<file path="src/rtl/uart_alu_pkg.sv">
// Shared types and default sizing for the UART-driven ALU controller.
package uart_alu_pkg;

    localparam int DEF_DBIT    = 8;
    localparam int DEF_OP_W    = 6;
    localparam int DEF_TIMEOUT = 10_000_000;
    localparam int DEF_TO_W    = 24;

    // Frame sequencer states: three byte collections, one ALU cycle, one push.
    typedef enum logic [2:0] {
        WAIT_A  = 3'd0,
        WAIT_B  = 3'd1,
        WAIT_OP = 3'd2,
        EXEC    = 3'd3,
        SEND    = 3'd4
    } state_t;

    // True in the states where a frame is partially received and may be abandoned.
    function automatic logic mid_frame(input state_t s);
        return (s == WAIT_B) || (s == WAIT_OP);
    endfunction

endpackage

</file>
<file path="src/rtl/uart_alu_ctrl_if.sv">
// UART FIFO handshake and ALU operand bus between the controller and its neighbours.
interface uart_alu_ctrl_if
    import uart_alu_pkg::*;
#(
    parameter int DBIT = DEF_DBIT,
    parameter int OP_W = DEF_OP_W
) ();

    // Receive FIFO (first-word fall-through)
    logic            i_rx_empty;
    logic [DBIT-1:0] i_r_data;
    logic            o_rd_uart;

    // Transmit FIFO
    logic            i_tx_full;
    logic            o_wr_uart;
    logic [DBIT-1:0] o_w_data;

    // External combinational ALU
    logic [DBIT-1:0] o_alu_a;
    logic [DBIT-1:0] o_alu_b;
    logic [OP_W-1:0] o_alu_op;
    logic [DBIT-1:0] i_alu_result;

    // Controller side
    modport master (
        input  i_rx_empty, i_r_data, i_tx_full, i_alu_result,
        output o_rd_uart, o_wr_uart, o_w_data, o_alu_a, o_alu_b, o_alu_op
    );

    // FIFO / ALU side
    modport slave (
        output i_rx_empty, i_r_data, i_tx_full, i_alu_result,
        input  o_rd_uart, o_wr_uart, o_w_data, o_alu_a, o_alu_b, o_alu_op
    );

endinterface

</file>
<file path="src/rtl/frame_timer.sv">
// Inter-byte idle timer: counts enabled clocks, saturates at TIMEOUT-1 and
// flags expiry on every enabled clock spent at that terminal count.
module frame_timer
    import uart_alu_pkg::*;
#(
    parameter int TIMEOUT = DEF_TIMEOUT,
    parameter int TO_W    = DEF_TO_W
) (
    input  logic i_clk,
    input  logic i_reset,
    input  logic i_clear,
    input  logic i_enable,
    output logic o_expired
);

    localparam logic [TO_W-1:0] LAST = TO_W'(TIMEOUT - 1);

    logic [TO_W-1:0] count_q;
    logic            at_last;

    assign at_last = (count_q == LAST);

    // Count idle clocks; clear wins over enable and the count never wraps.
    always_ff @(posedge i_clk or negedge i_reset) begin
        // NOTE: every register updated in a clocked block uses <=, so all
        // flops sample the pre-edge values regardless of statement order.
        if (!i_reset) begin
            count_q <= '0;
        end else if (i_clear) begin
            count_q <= '0;
        end else if (i_enable && !at_last) begin
            count_q <= count_q + TO_W'(1);
        end
    end

    // Expiry is only meaningful while the owner is actually waiting.
    assign o_expired = i_enable && at_last;

endmodule

</file>
<file path="src/rtl/uart_alu_ctrl.sv">
// Collects A, B and opcode bytes from the UART receive FIFO, runs them through
// an external combinational ALU and pushes the one-byte result to the transmit
// FIFO. A frame left incomplete for TIMEOUT idle clocks is dropped.
module uart_alu_ctrl
    import uart_alu_pkg::*;
#(
    parameter int DBIT    = DEF_DBIT,
    parameter int OP_W    = DEF_OP_W,
    parameter int TIMEOUT = DEF_TIMEOUT,
    parameter int TO_W    = DEF_TO_W
) (
    input  logic            i_clk,
    input  logic            i_reset,
    uart_alu_ctrl_if.master bus,
    output logic            o_busy,
    output logic            o_timeout
);

    state_t          state_q;
    state_t          state_d;

    logic            pop;
    logic            push;
    logic            timer_en;
    logic            timer_clear;
    logic            timer_expired;

    logic [DBIT-1:0] a_q;
    logic [DBIT-1:0] b_q;
    logic [OP_W-1:0] op_q;
    logic [DBIT-1:0] result_q;

    // The timer only runs while a partial frame is starved of bytes, so an
    // arriving byte always beats expiry on the same clock.
    assign timer_en    = mid_frame(state_q) && bus.i_rx_empty;
    assign timer_clear = pop || (state_d == WAIT_A);

    frame_timer #(
        .TIMEOUT (TIMEOUT),
        .TO_W    (TO_W)
    ) u_frame_timer (
        .i_clk     (i_clk),
        .i_reset   (i_reset),
        .i_clear   (timer_clear),
        .i_enable  (timer_en),
        .o_expired (timer_expired)
    );

    // State register.
    always_ff @(posedge i_clk or negedge i_reset) begin
        if (!i_reset) begin
            state_q <= WAIT_A;
        end else begin
            state_q <= state_d;
        end
    end

    // Next-state logic: a waiting byte always advances; expiry only when idle.
    always_comb begin
        // NOTE: defaulting every combinational output before the case keeps
        // paths that do not assign it from inferring a latch.
        state_d = state_q;
        case (state_q)
            WAIT_A: begin
                if (!bus.i_rx_empty) state_d = WAIT_B;
            end
            WAIT_B: begin
                if (!bus.i_rx_empty)   state_d = WAIT_OP;
                else if (timer_expired) state_d = WAIT_A;
            end
            WAIT_OP: begin
                if (!bus.i_rx_empty)   state_d = EXEC;
                else if (timer_expired) state_d = WAIT_A;
            end
            EXEC: begin
                state_d = SEND;
            end
            SEND: begin
                if (!bus.i_tx_full) state_d = WAIT_A;
            end
            default: begin
                state_d = WAIT_A;
            end
        endcase
    end

    // Output decode; the pop is gated by reset so it stays low while the
    // FIFO is non-empty during an asserted reset.
    always_comb begin
        pop       = 1'b0;
        push      = 1'b0;
        o_busy    = 1'b1;
        o_timeout = 1'b0;
        case (state_q)
            WAIT_A: begin
                o_busy = 1'b0;
                pop    = i_reset && !bus.i_rx_empty;
            end
            WAIT_B, WAIT_OP: begin
                pop       = i_reset && !bus.i_rx_empty;
                o_timeout = timer_expired;
            end
            SEND: begin
                push = !bus.i_tx_full;
            end
            default: begin
                push = 1'b0;
            end
        endcase
    end

    // Operand, opcode and result capture; operands persist between frames.
    always_ff @(posedge i_clk or negedge i_reset) begin
        if (!i_reset) begin
            a_q      <= '0;
            b_q      <= '0;
            op_q     <= '0;
            result_q <= '0;
        end else begin
            case (state_q)
                WAIT_A:  if (pop) a_q  <= bus.i_r_data;
                WAIT_B:  if (pop) b_q  <= bus.i_r_data;
                WAIT_OP: if (pop) op_q <= bus.i_r_data[OP_W-1:0];
                EXEC:    result_q <= bus.i_alu_result;
                default: result_q <= result_q;
            endcase
        end
    end

    assign bus.o_rd_uart = pop;
    assign bus.o_wr_uart = push;
    assign bus.o_w_data  = result_q;
    assign bus.o_alu_a   = a_q;
    assign bus.o_alu_b   = b_q;
    assign bus.o_alu_op  = op_q;

endmodule
</file>
<file path="src/flat_wrapper.sv">
// flat-port wrapper written by rule: the top's interface ports become plain ports
module uart_alu_ctrl_flat import uart_alu_pkg::*;
#(
    parameter int DBIT    = DEF_DBIT,
    parameter int OP_W    = DEF_OP_W,
    parameter int TIMEOUT = DEF_TIMEOUT,
    parameter int TO_W    = DEF_TO_W
)
  (i_clk, i_reset, o_busy, o_timeout, bus_i_rx_empty, bus_i_r_data, bus_i_tx_full, bus_i_alu_result, bus_o_rd_uart, bus_o_wr_uart, bus_o_w_data, bus_o_alu_a, bus_o_alu_b, bus_o_alu_op);
  uart_alu_ctrl_if #(.DBIT(DBIT), .OP_W(OP_W)) bus_i ();
  input  logic i_clk;
  input  logic i_reset;
  output logic o_busy;
  output logic o_timeout;
  input wire logic [$bits(bus_i.i_rx_empty)-1:0] bus_i_rx_empty;
  input wire logic [$bits(bus_i.i_r_data)-1:0] bus_i_r_data;
  input wire logic [$bits(bus_i.i_tx_full)-1:0] bus_i_tx_full;
  input wire logic [$bits(bus_i.i_alu_result)-1:0] bus_i_alu_result;
  output wire logic [$bits(bus_i.o_rd_uart)-1:0] bus_o_rd_uart;
  output wire logic [$bits(bus_i.o_wr_uart)-1:0] bus_o_wr_uart;
  output wire logic [$bits(bus_i.o_w_data)-1:0] bus_o_w_data;
  output wire logic [$bits(bus_i.o_alu_a)-1:0] bus_o_alu_a;
  output wire logic [$bits(bus_i.o_alu_b)-1:0] bus_o_alu_b;
  output wire logic [$bits(bus_i.o_alu_op)-1:0] bus_o_alu_op;
  assign bus_i.i_rx_empty = bus_i_rx_empty;
  assign bus_i.i_r_data = bus_i_r_data;
  assign bus_i.i_tx_full = bus_i_tx_full;
  assign bus_i.i_alu_result = bus_i_alu_result;
  assign bus_o_rd_uart = bus_i.o_rd_uart;
  assign bus_o_wr_uart = bus_i.o_wr_uart;
  assign bus_o_w_data = bus_i.o_w_data;
  assign bus_o_alu_a = bus_i.o_alu_a;
  assign bus_o_alu_b = bus_i.o_alu_b;
  assign bus_o_alu_op = bus_i.o_alu_op;
  uart_alu_ctrl #(.DBIT(DBIT), .OP_W(OP_W), .TIMEOUT(TIMEOUT), .TO_W(TO_W)) u_core (.i_clk(i_clk), .i_reset(i_reset), .bus(bus_i), .o_busy(o_busy), .o_timeout(o_timeout));
endmodule
</file>
<file path="config.mk">
export PLATFORM = sky130hd
export DESIGN_NAME = uart_alu_ctrl_flat
export DESIGN_NICKNAME = d
export VERILOG_FILES = /design/src/rtl/uart_alu_pkg.sv /design/src/rtl/uart_alu_ctrl_if.sv /design/src/rtl/frame_timer.sv /design/src/rtl/uart_alu_ctrl.sv /design/src/flat_wrapper.sv
export SDC_FILE = /design/constraint.sdc
export NUM_CORES = 1
export LEC_CHECK = 0
export BUFFER_PORTS_ARGS = -buffer_cell sky130_fd_sc_hd__buf_2
export CAP_MARGIN = 40
export CORE_MARGIN = 5
export CORE_UTILIZATION = 50
export CTS_CLUSTER_DIAMETER = 200
export DETAILED_ROUTE_END_ITERATION = 10
export GPL_TIMING_DRIVEN = 1
export PLACE_DENSITY = 0.73
export SLEW_MARGIN = 10
export SYNTH_ARGS = -nofsm -noshare
export SYNTH_HDL_FRONTEND = slang
export SYNTH_SLANG_ARGS = --single-unit
</file>
<file path="constraint.sdc">
create_clock -name i_clk -period 3.8 [get_ports i_clk]
set_input_delay 0.38 -clock i_clk [delete_from_list [all_inputs] [get_ports i_clk]]
set_output_delay 0.38 -clock i_clk [all_outputs]
set_load 0.01 [all_outputs]
</file>
==> results of run 1 <==
==> worst reg2reg max path, cell delays in order (launching register included) <==
cell      delay [ns]
dfrtp_1         0.43
or4b_2          0.71
nor4_1          0.37
a211oi_2        0.16
o31ai_4         0.56
buf_4           0.30
nor2_1          0.07
==> stage by stage <==
stage,setup slack (ns),util [%],cell area (um^2)
global placement,1.185,56.25,3040
global route,0.8057,60.72,3282
CTS,0.8953,60.72,3282
finish,0.9318,60.72,3282
floorplan,1.495,-,2739
detailed placement,1.112,56.25,3040
==> area by class of cell <==
| type | instances | share of cell area, % |
|---|---|---|
| Tap cell | 72 | 2.745 |
| Multi-Input combinational cell | 167 | 37.55 |
| Sequential cell | 57 | 43.46 |
| Timing Repair Buffer | 55 | 8.540 |
| Clock inverter | 7 | 3.584 |
| Inverter | 3 | 0.3431 |
| Clock buffer | 9 | 3.774 |
==> cells in the final DEF, fill, tap and decap left out, drive strengths merged, types with 4 or more instances in the layout <==
cell     n
xnor2   16
nor3     6
clkbuf   9
a211oi   4
nor4     8
nor2    24
or4      6
buf     55
nand3   11
o31ai    5
nand4    5
nand2   14
a21oi    6
dfrtp   57
mux2    30
inv      4
==> worst max-delay path by stage <==
| stage | end | depth (start not counted) |
|---|---|---|
| after floorplan | o_timeout | 3 |
| after global placement | u_core.u_frame_timer.count_q[4] | 6 |
| after detailed placement | u_core.u_frame_timer.count_q[6] | 6 |
| after CTS | o_timeout | 5 |
| after global routing | o_timeout | 5 |
| final | o_timeout | 5 |
==> cell families after synthesis <==
logic type | after synthesis | share of synthesized area [%]
fa+ha+maj | 1 | 0.4568
simple gates | 94 | 19.32
compound gates | 22 | 6.441
flops | 57 | 52.08
mux | 31 | 12.70
buf+inv | 11 | 2.923
xor+xnor | 19 | 6.076
==> registers in the layout, summed over array words and instances, names as in the netlist <==
signal	cells
u_core.u_frame_timer.count_q	24
u_core.bus.o_alu_a	8
u_core.bus.o_alu_b	8
u_core.bus.o_w_data	8
u_core.bus.o_alu_op	6
u_core.state_q	3
==> cells in the mapped netlist (2+ instances only) <==
master | count | area share, %
xor2_1 | 3 | 0.96
o31ai_1 | 4 | 1.1
or2_2 | 3 | 0.69
nand3_1 | 11 | 2.0
nor2_1 | 24 | 3.3
and4_1 | 2 | 0.64
clkbuf_1 | 2 | 0.27
inv_1 | 3 | 0.41
nand2_1 | 14 | 1.9
xnor2_1 | 16 | 5.1
a2111oi_0 | 2 | 0.64
mux2_2 | 30 | 12
nor2b_1 | 2 | 0.46
nor3b_1 | 2 | 0.55
nand4_1 | 5 | 1.1
or3_1 | 3 | 0.69
dfrtp_1 | 57 | 52
a211oi_1 | 3 | 0.82
or4_1 | 6 | 1.6
buf_6 | 5 | 2.1
nor3_1 | 5 | 0.91
nor4_1 | 7 | 1.6
a21oi_1 | 6 | 1.1
and2_1 | 2 | 0.46
==> power by group through the flow <==
stage	Combinational [mW]	Clock, mW	Sequential, mW
after floorplan	0.447	0	0.961
after global placement	0.726	0	0.897
after detailed placement	0.740	0	0.905
after CTS	0.744	0.694	0.896
after global routing	0.805	0.729	0.926
final	0.731	0.684	0.895
==> layer usage <==
metal / GRT usage (%) / up-vias / wire length [um] / share of wire, %
met5: 0 / - / 0 / 0
met4: 7.456 / 0 / 114 / 2.0
met3: 5.726 / 10 / 263 / 4.7
met2: 27.11 / 49 / 2687 / 48
met1: 23.00 / 990 / 2521 / 45
li1: - / 973 / - / -
==> impl_metrics.json, run 1 <==
{
  "rr_worst_depth": 6,
  "hold_class": "input port to async pin",
  "syn_nets": 256,
  "pwr-share-clk_pct": 29.6,
  "antenna_left": 0,
  "ys_types": 42,
  "peakVddDrop_mv": 0.4478,
  "ys.flop_type": "dfrtp_1",
  "finalNonFillerCells": 370,
  "routedWlPerCell_um": 15.10,
  "intPower_mw": 1.563,
  "drt_wl_total_um": 5587,
  "max_slew_margin_pct": 54.11,
  "cp_top_family": "simple AND/OR/NAND/NOR gates",
  "fp.dieH_um": 84.01,
  "cp-end-kind": "output port",
  "multi_input_area_um2": 1232,
  "drt-initial-drc-count": 71,
  "switchingPower_uw": 746.3,
  "rr_endpoint": "u_core.u_frame_timer.count_q[10]",
  "p_seq_share_pct": 38.7,
  "total_power_mw": 2.309,
  "start_util_pct": 50.67,
  "fmax_mhz": 348.6,
  "grt_pass1_wl_um": 9756,
  "rr_startpoint": "u_core.u_frame_timer.count_q[18]",
  "synth_edf_count": 0,
  "cts_root_buffer": "clkbuf_8",
  "diodes": 0,
  "tns_ns": 0,
  "clock_latency_ns": 0.34,
  "hold_buffers": 0,
  "synth-seq-cells": 57,
  "post-cts-setup-buffer-count": 0,
  "drv_slew": 0,
  "cellLeakagePower_nw": 1.420,
  "cpPeakStageDelay_ns": 0.58,
  "crit_type": "flop to output port",
  "clk_path_buf_depth": 2,
  "seqCellArea_um2": 1426,
  "synth.avg_cell_area_um2": 11.65,
  "ctsResizeCount": 0,
  "rrSetupSlack_ns": 1.09,
  "yosys_warnings": 0,
  "worst_ep_required_time_ns": 3.42,
  "cp_cell_sequence": "ha_1 -> nand3_1 -> or4_1 -> nor4_1 -> buf_2",
  "syn-cell-area_um2": 2739,
  "period_needed_ns": 2.868,
  "clkTransAtPathRegs_ns": 0.07,
  "period_share_pct": 75.48,
  "crit_slowest_cell": "or4_1",
  "grt_pass1_vias": 2019,
  "post-route-drc-count": 0,
  "die_w_um": 84.01,
  "drt_first_pass_iters": 4,
  "cts-htree-levels": 3,
  "clock_skew_ns": 0.01395,
  "core_um2": 5405,
  "place_hpwl_um": 4129,
  "cts_tree": "yes",
  "num_rows": 27,
  "io_buffers": 53,
  "hold_viol_final": 0,
  "cap_viol_max_count": 0,
  "die_area_um2": 7058,
  "gr-usage-all-layers_pct": 17.68,
  "vias_per_cell": 5.465,
  "power_frac_comb_pct": 31.7,
  "async_flop_share_pct": 100.0,
  "worst-slew-pin-transition_ns": 0.6884,
  "vias": 2022,
  "grt_max_degree": 58,
  "grt_overflow": 0,
  "antenna_found_initial": 0,
  "num-fill-cells": 473,
  "start_kind": "flop",
  "power_density_nw_per_um2": 703.6,
  "cp.arrival_ns": 2.49,
  "swShare_pct": 32.32,
  "seq_area_frac_synth_pct": 52.08,
  "place_inst": 354,
  "setup_viol": 0,
  "drive_gt1_share_pct": 37.92,
  "cts.sinks": 57,
  "numCtsBuffers": 9,
  "syn2layout_area_growth_pct": 19.83,
  "fin_nets": 314,
  "syn_inst": 235,
  "status": "complete, no violations",
  "io-pin-count": 54,
  "crit_fanout": 8,
  "gp_congestion": 0.9035,
  "startpoint": "u_core.u_frame_timer.count_q[0]",
  "hold_slack_ns": 0.1929,
  "rsz0062_at_grt": "no",
  "cp.buffers_inverters": 1
}
(Power assumes the default switching activity.)
==> inputs of run 2 (changes only) <==
- clock period: 3.8 -> 2.9 ns (I/O delays scaled with it)
==> impl_metrics.json, run 2 (synthesis results as in run 1) <==
{
  "rsz0062_at_grt": "no",
  "worst_slack_ns": 0.2820,
  "die_area_um2": 7058,
  "io_buffers": 53,
  "grt_pass1_vias": 2080,
  "cts_tree": "yes",
  "cts-htree-levels": 3,
  "drive_gt1_share_pct": 37.46,
  "gr-usage-all-layers_pct": 17.97,
  "switchingPower_uw": 961.1,
  "start_util_pct": 50.67,
  "largest_register_ffs": 24,
  "power_density_nw_per_um2": 875.4,
  "clock_latency_ns": 0.34,
  "status": "complete, no violations",
  "post-route-drc-count": 0,
  "grt_overflow": 0,
  "core_um2": 5405,
  "peakVddDrop_mv": 0.6148,
  "vias": 2043,
  "rrSetupSlack_ns": 0.45,
  "busiest_layer": "met2",
  "cp.arrival_ns": 2.33,
  "max_slew_margin_pct": 53.68,
  "rr_endpoint": "u_core.u_frame_timer.count_q[9]",
  "post-place-ws_ns": 0.4802,
  "num-fill-cells": 458,
  "vias_per_cell": 5.507,
  "cellLeakagePower_nw": 1.395,
  "fp.dieH_um": 84.01,
  "intPower_mw": 1.872,
  "start_kind": "flop",
  "period_share_pct": 90.27,
  "place_hpwl_um": 4017,
  "gr-usage-met3_pct": 6.219,
  "diodes": 0,
  "cap_viol_max_count": 0,
  "routedWlPerCell_um": 15.07,
  "cts.sinks": 57,
  "post-cts-setup-buffer-count": 0,
  "fin_nets": 315,
  "hold_class": "input port to async pin",
  "worst_ep_required_time_ns": 2.61,
  "power_frac_comb_pct": 33.7,
  "tns_ns": 0,
  "clkTransAtPathRegs_ns": 0.07,
  "swShare_pct": 33.93,
  "cpPeakStageDelay_ns": 0.57,
  "total_power_mw": 2.833,
  "period_needed_ns": 2.618,
  "grt_pass1_wl_um": 10050,
  "clock_skew_ns": 0.008813,
  "cp_cell_sequence": "or4b_4 -> or4_1 -> nor4_1 -> buf_2",
  "met2_usage_pct": 28.13,
  "numCtsBuffers": 9,
  "hold_viol_final": 0,
  "io-pin-count": 54,
  "cts_root_buffer": "clkbuf_8",
  "die_w_um": 84.01,
  "drt_first_pass_iters": 4,
  "drt-initial-drc-count": 91,
  "antenna_found_initial": 0,
  "crit_type": "flop to output port",
  "worst-slew-pin-transition_ns": 0.6948,
  "fmax_mhz": 382.0,
  "antenna_left": 0,
  "clk_path_buf_depth": 2,
  "rr_startpoint": "u_core.u_frame_timer.count_q[18]",
  "syn2layout_area_growth_pct": 18.14,
  "pwr-share-clk_pct": 24.9,
  "top_register": "u_core.u_frame_timer.count_q",
  "cp-end-kind": "output port",
  "use_met1_pct": 22.55,
  "gp_congestion": 0.8409,
  "crit_slowest_cell": "or4b_4",
  "hold_buffers": 0,
  "final_common_cell": "dfrtp_1",
  "final_cell_mix": "dfrtp_1, buf_2, mux2_2",
  "grt_max_degree": 58,
  "ctsResizeCount": 0,
  "p_seq_share_pct": 41.4,
  "num_rows": 27,
  "drt_wl_total_um": 5591,
  "rr_worst_depth": 6,
  "crit_fanout": 4,
  "drv_slew": 0,
  "setup_viol": 0
}
run 2: changes by cell type in the layout (fill, tap and decap cells not counted), sizes merged:
cell,previous run,this run
inv,4,3
clkinvlp,0,1
bufinv,3,1
clkbuf,9,11
buf,55,56
run 2: worst max-delay path by stage:
stage | from | to | cells after the start
2_1_floorplan | u_core.u_frame_timer.count_q[18] | u_core.u_frame_timer.count_q[16] | 6
3_3_place_gp | u_core.u_frame_timer.count_q[16] | u_core.u_frame_timer.count_q[8] | 6
3_5_place_dp | u_core.u_frame_timer.count_q[7] | u_core.u_frame_timer.count_q[12] | 6
4_1_cts | u_core.u_frame_timer.count_q[7] | o_timeout | 4
5_1_grt | u_core.u_frame_timer.count_q[0] | o_timeout | 5
6_report | u_core.u_frame_timer.count_q[7] | o_timeout | 4
run 2: power by group through the flow:
stage | sequential, mW | combinational (mW) | clock, mW
floorplan | 1.26 | 0.586 | 0
global route | 1.21 | 1.05 | 0.766
detailed placement | 1.19 | 0.973 | 0
finish | 1.17 | 0.955 | 0.706
CTS | 1.17 | 0.975 | 0.726
global placement | 1.17 | 0.955 | 0
run 2: cell type report:
class | instances | area (um^2) | area share [%]
Sequential cell | 57 | 1426 | 44.08
Multi-Input combinational cell | 167 | 1232 | 38.09
Timing Repair Buffer | 56 | 287.8 | 8.894
Clock buffer | 11 | 131.4 | 4.060
Tap cell | 72 | 90.09 | 2.784
Clock inverter | 5 | 56.30 | 1.740
Inverter | 3 | 11.26 | 0.3480
run 2: through the flow:
stage	hold slack, ns	cell area (um^2)	util [%]	cells
after floorplan	-0.005591	2739	-	235
after global placement	0.4801	3048	56.39	355
final	0.1109	3236	59.86	371
after CTS	0.1307	3236	59.86	371
after global routing	0.1607	3236	59.86	371
after detailed placement	0.4871	3048	56.39	355
run 2: critical path: cells and delay by family, from the launching register on:
kind	cells	cell delay [ns]
and+or+nand+nor	3	1.41
DFF	1	0.41
buffers and inverters	1	0.18
run 2: routing by layer:
metal	share of wire (%)	vias to the layer above
met3	5.5	12
met1	45	1004
met2	48	49
li1	-	978
met4	2.1	0
met5	0	-
==> inputs of run 3 (changes only) <==
- CORE_ASPECT_RATIO: not set -> 0.9
- TNS_END_PERCENT: not set -> 5
==> impl_metrics.json, run 3 (synthesis results as in run 1) <==
{
  "clock_latency_ns": 0.33,
  "crit_fanout": 4,
  "fin_nets": 315,
  "period_needed_ns": 2.589,
  "rsz0062_at_grt": "no",
  "period_share_pct": 89.28,
  "start_kind": "flop",
  "hold_viol_final": 0,
  "final_util_pct": 60.47,
  "cp_cell_sequence": "or4b_4 -> or4_1 -> nor4_1 -> buf_2",
  "cts_tree": "yes",
  "diodes": 0,
  "io-pin-count": 54,
  "syn2layout_area_growth_pct": 16.72,
  "io_buffers": 53,
  "vias_per_cell": 5.557,
  "antenna_left": 0,
  "cp.buffers_inverters": 1,
  "worst-slew-pin-transition_ns": 0.6974,
  "crit_type": "flop to output port",
  "start_util_pct": 51.81,
  "drive_gt1_share_pct": 37.12,
  "ctsResizeCount": 0,
  "die_w_um": 88.02,
  "place_hpwl_um": 4135,
  "top_register": "u_core.u_frame_timer.count_q",
  "largest_register_ffs": 24,
  "cp_top_family": "simple AND/OR/NAND/NOR gates",
  "routedWlPerCell_um": 15.63,
  "fp.dieH_um": 80.22,
  "clk_path_buf_depth": 2,
  "drt_wl_total_um": 5719,
  "post-cts-setup-buffer-count": 0,
  "vias": 2034,
  "core_um2": 5286,
  "final_cell_mix": "dfrtp_1, buf_2, mux2_2",
  "grt_overflow": 0,
  "drt_first_pass_iters": 4,
  "hold_buffers": 0,
  "cts-htree-levels": 3,
  "numCtsBuffers": 9,
  "hold_class": "input port to async pin",
  "gp_congestion": 0.7937,
  "final_common_cell": "dfrtp_1",
  "post-route-drc-count": 0,
  "gr-usage-all-layers_pct": 18.97,
  "drv_slew": 0,
  "cts.sinks": 57,
  "setup_viol": 0,
  "die_area_um2": 7060,
  "cp.depth": 4,
  "crit_slowest_cell": "or4b_4",
  "antenna_found_initial": 0,
  "max_slew_margin_pct": 53.51,
  "num_rows": 25,
  "grt_pass1_vias": 2077,
  "grt_pass1_wl_um": 10230,
  "peakVddDrop_mv": 0.5854,
  "cp.arrival_ns": 2.30,
  "cellLeakagePower_nw": 1.385,
  "grt_max_degree": 58,
  "cts_root_buffer": "clkbuf_8",
  "hold_slack_ns": 0.1338,
  "cpPeakStageDelay_ns": 0.56,
  "drt-initial-drc-count": 123,
  "tns_ns": 0,
  "cp-end-kind": "output port",
  "clock_skew_ns": 0.007502,
  "status": "complete, no violations",
  "fmax_mhz": 386.2,
  "clkTransAtPathRegs_ns": 0.06,
  "power_density_nw_per_um2": 863.5,
  "rr_worst_depth": 6,
  "worst_ep_required_time_ns": 2.61,
  "cap_viol_max_count": 0
}
-- run 3: final cells by class --
type	count	area [um^2]
sequential	57	1426
multi-input combinational	167	1232
timing repair buffer	56	287.8
clock inverter	4	20.02
tap	67	83.83
clock buffer	12	135.1
inverter	3	11.26
fill	456	2090
-- run 3: power by group --
part / switching, mW / internal, mW / total [mW] / leakage, nW
clock network: 0.296 / 0.304 / 0.600 / 0.0839
registers: 0.144 / 1.03 / 1.18 / 0.731
logic: 0.526 / 0.459 / 0.985 / 0.570
-- run 3: metrics by stage --
step,std cells,worst slack [ns],area [um^2],power [mW]
2_1_floorplan,235,0.6517,2739,1.846
5_1_grt,366,0.1617,3197,2.957
4_1_cts,366,0.2675,3197,2.799
6_report,366,0.3108,3197,2.761
3_3_place_gp,350,0.4843,3042,2.150
3_5_place_dp,350,0.4622,3042,2.189
-- run 3: worst reg2reg max path, cell delays in order (launching register included) --
cell and delay [ns]:
dfrtp_1 0.41, or4b_2 0.74, nor3_2 0.44, a31oi_2 0.20, o31ai_4 0.22, buf_4 0.25
nor2_1 0.08
-- run 3: per-layer routing --
layer  GRT usage (%)  vias up  share of wire [%]
met2           29.29       45                 49
li1                -      974                  -
met3           5.128       17                5.0
met1           24.44      998                 43
met5               0        -                  0
met4           9.517        0                2.9
-- run 3: final timing paths --
kind,to,startpoint,slack [ns]
max reg2reg,u_core.u_frame_timer.count_q[10],u_core.u_frame_timer.count_q[16],0.46
min in group i_clk,u_core.bus.o_w_data[3],bus_i_alu_result[3],0.19
max in group asynchronous,u_core.bus.o_alu_a[3],i_reset,2.32
max,o_timeout,u_core.u_frame_timer.count_q[7],0.31
min,u_core.bus.o_alu_op[5],i_reset,0.13
min reg2reg,u_core.bus.o_alu_b[5],u_core.bus.o_alu_b[5],0.50
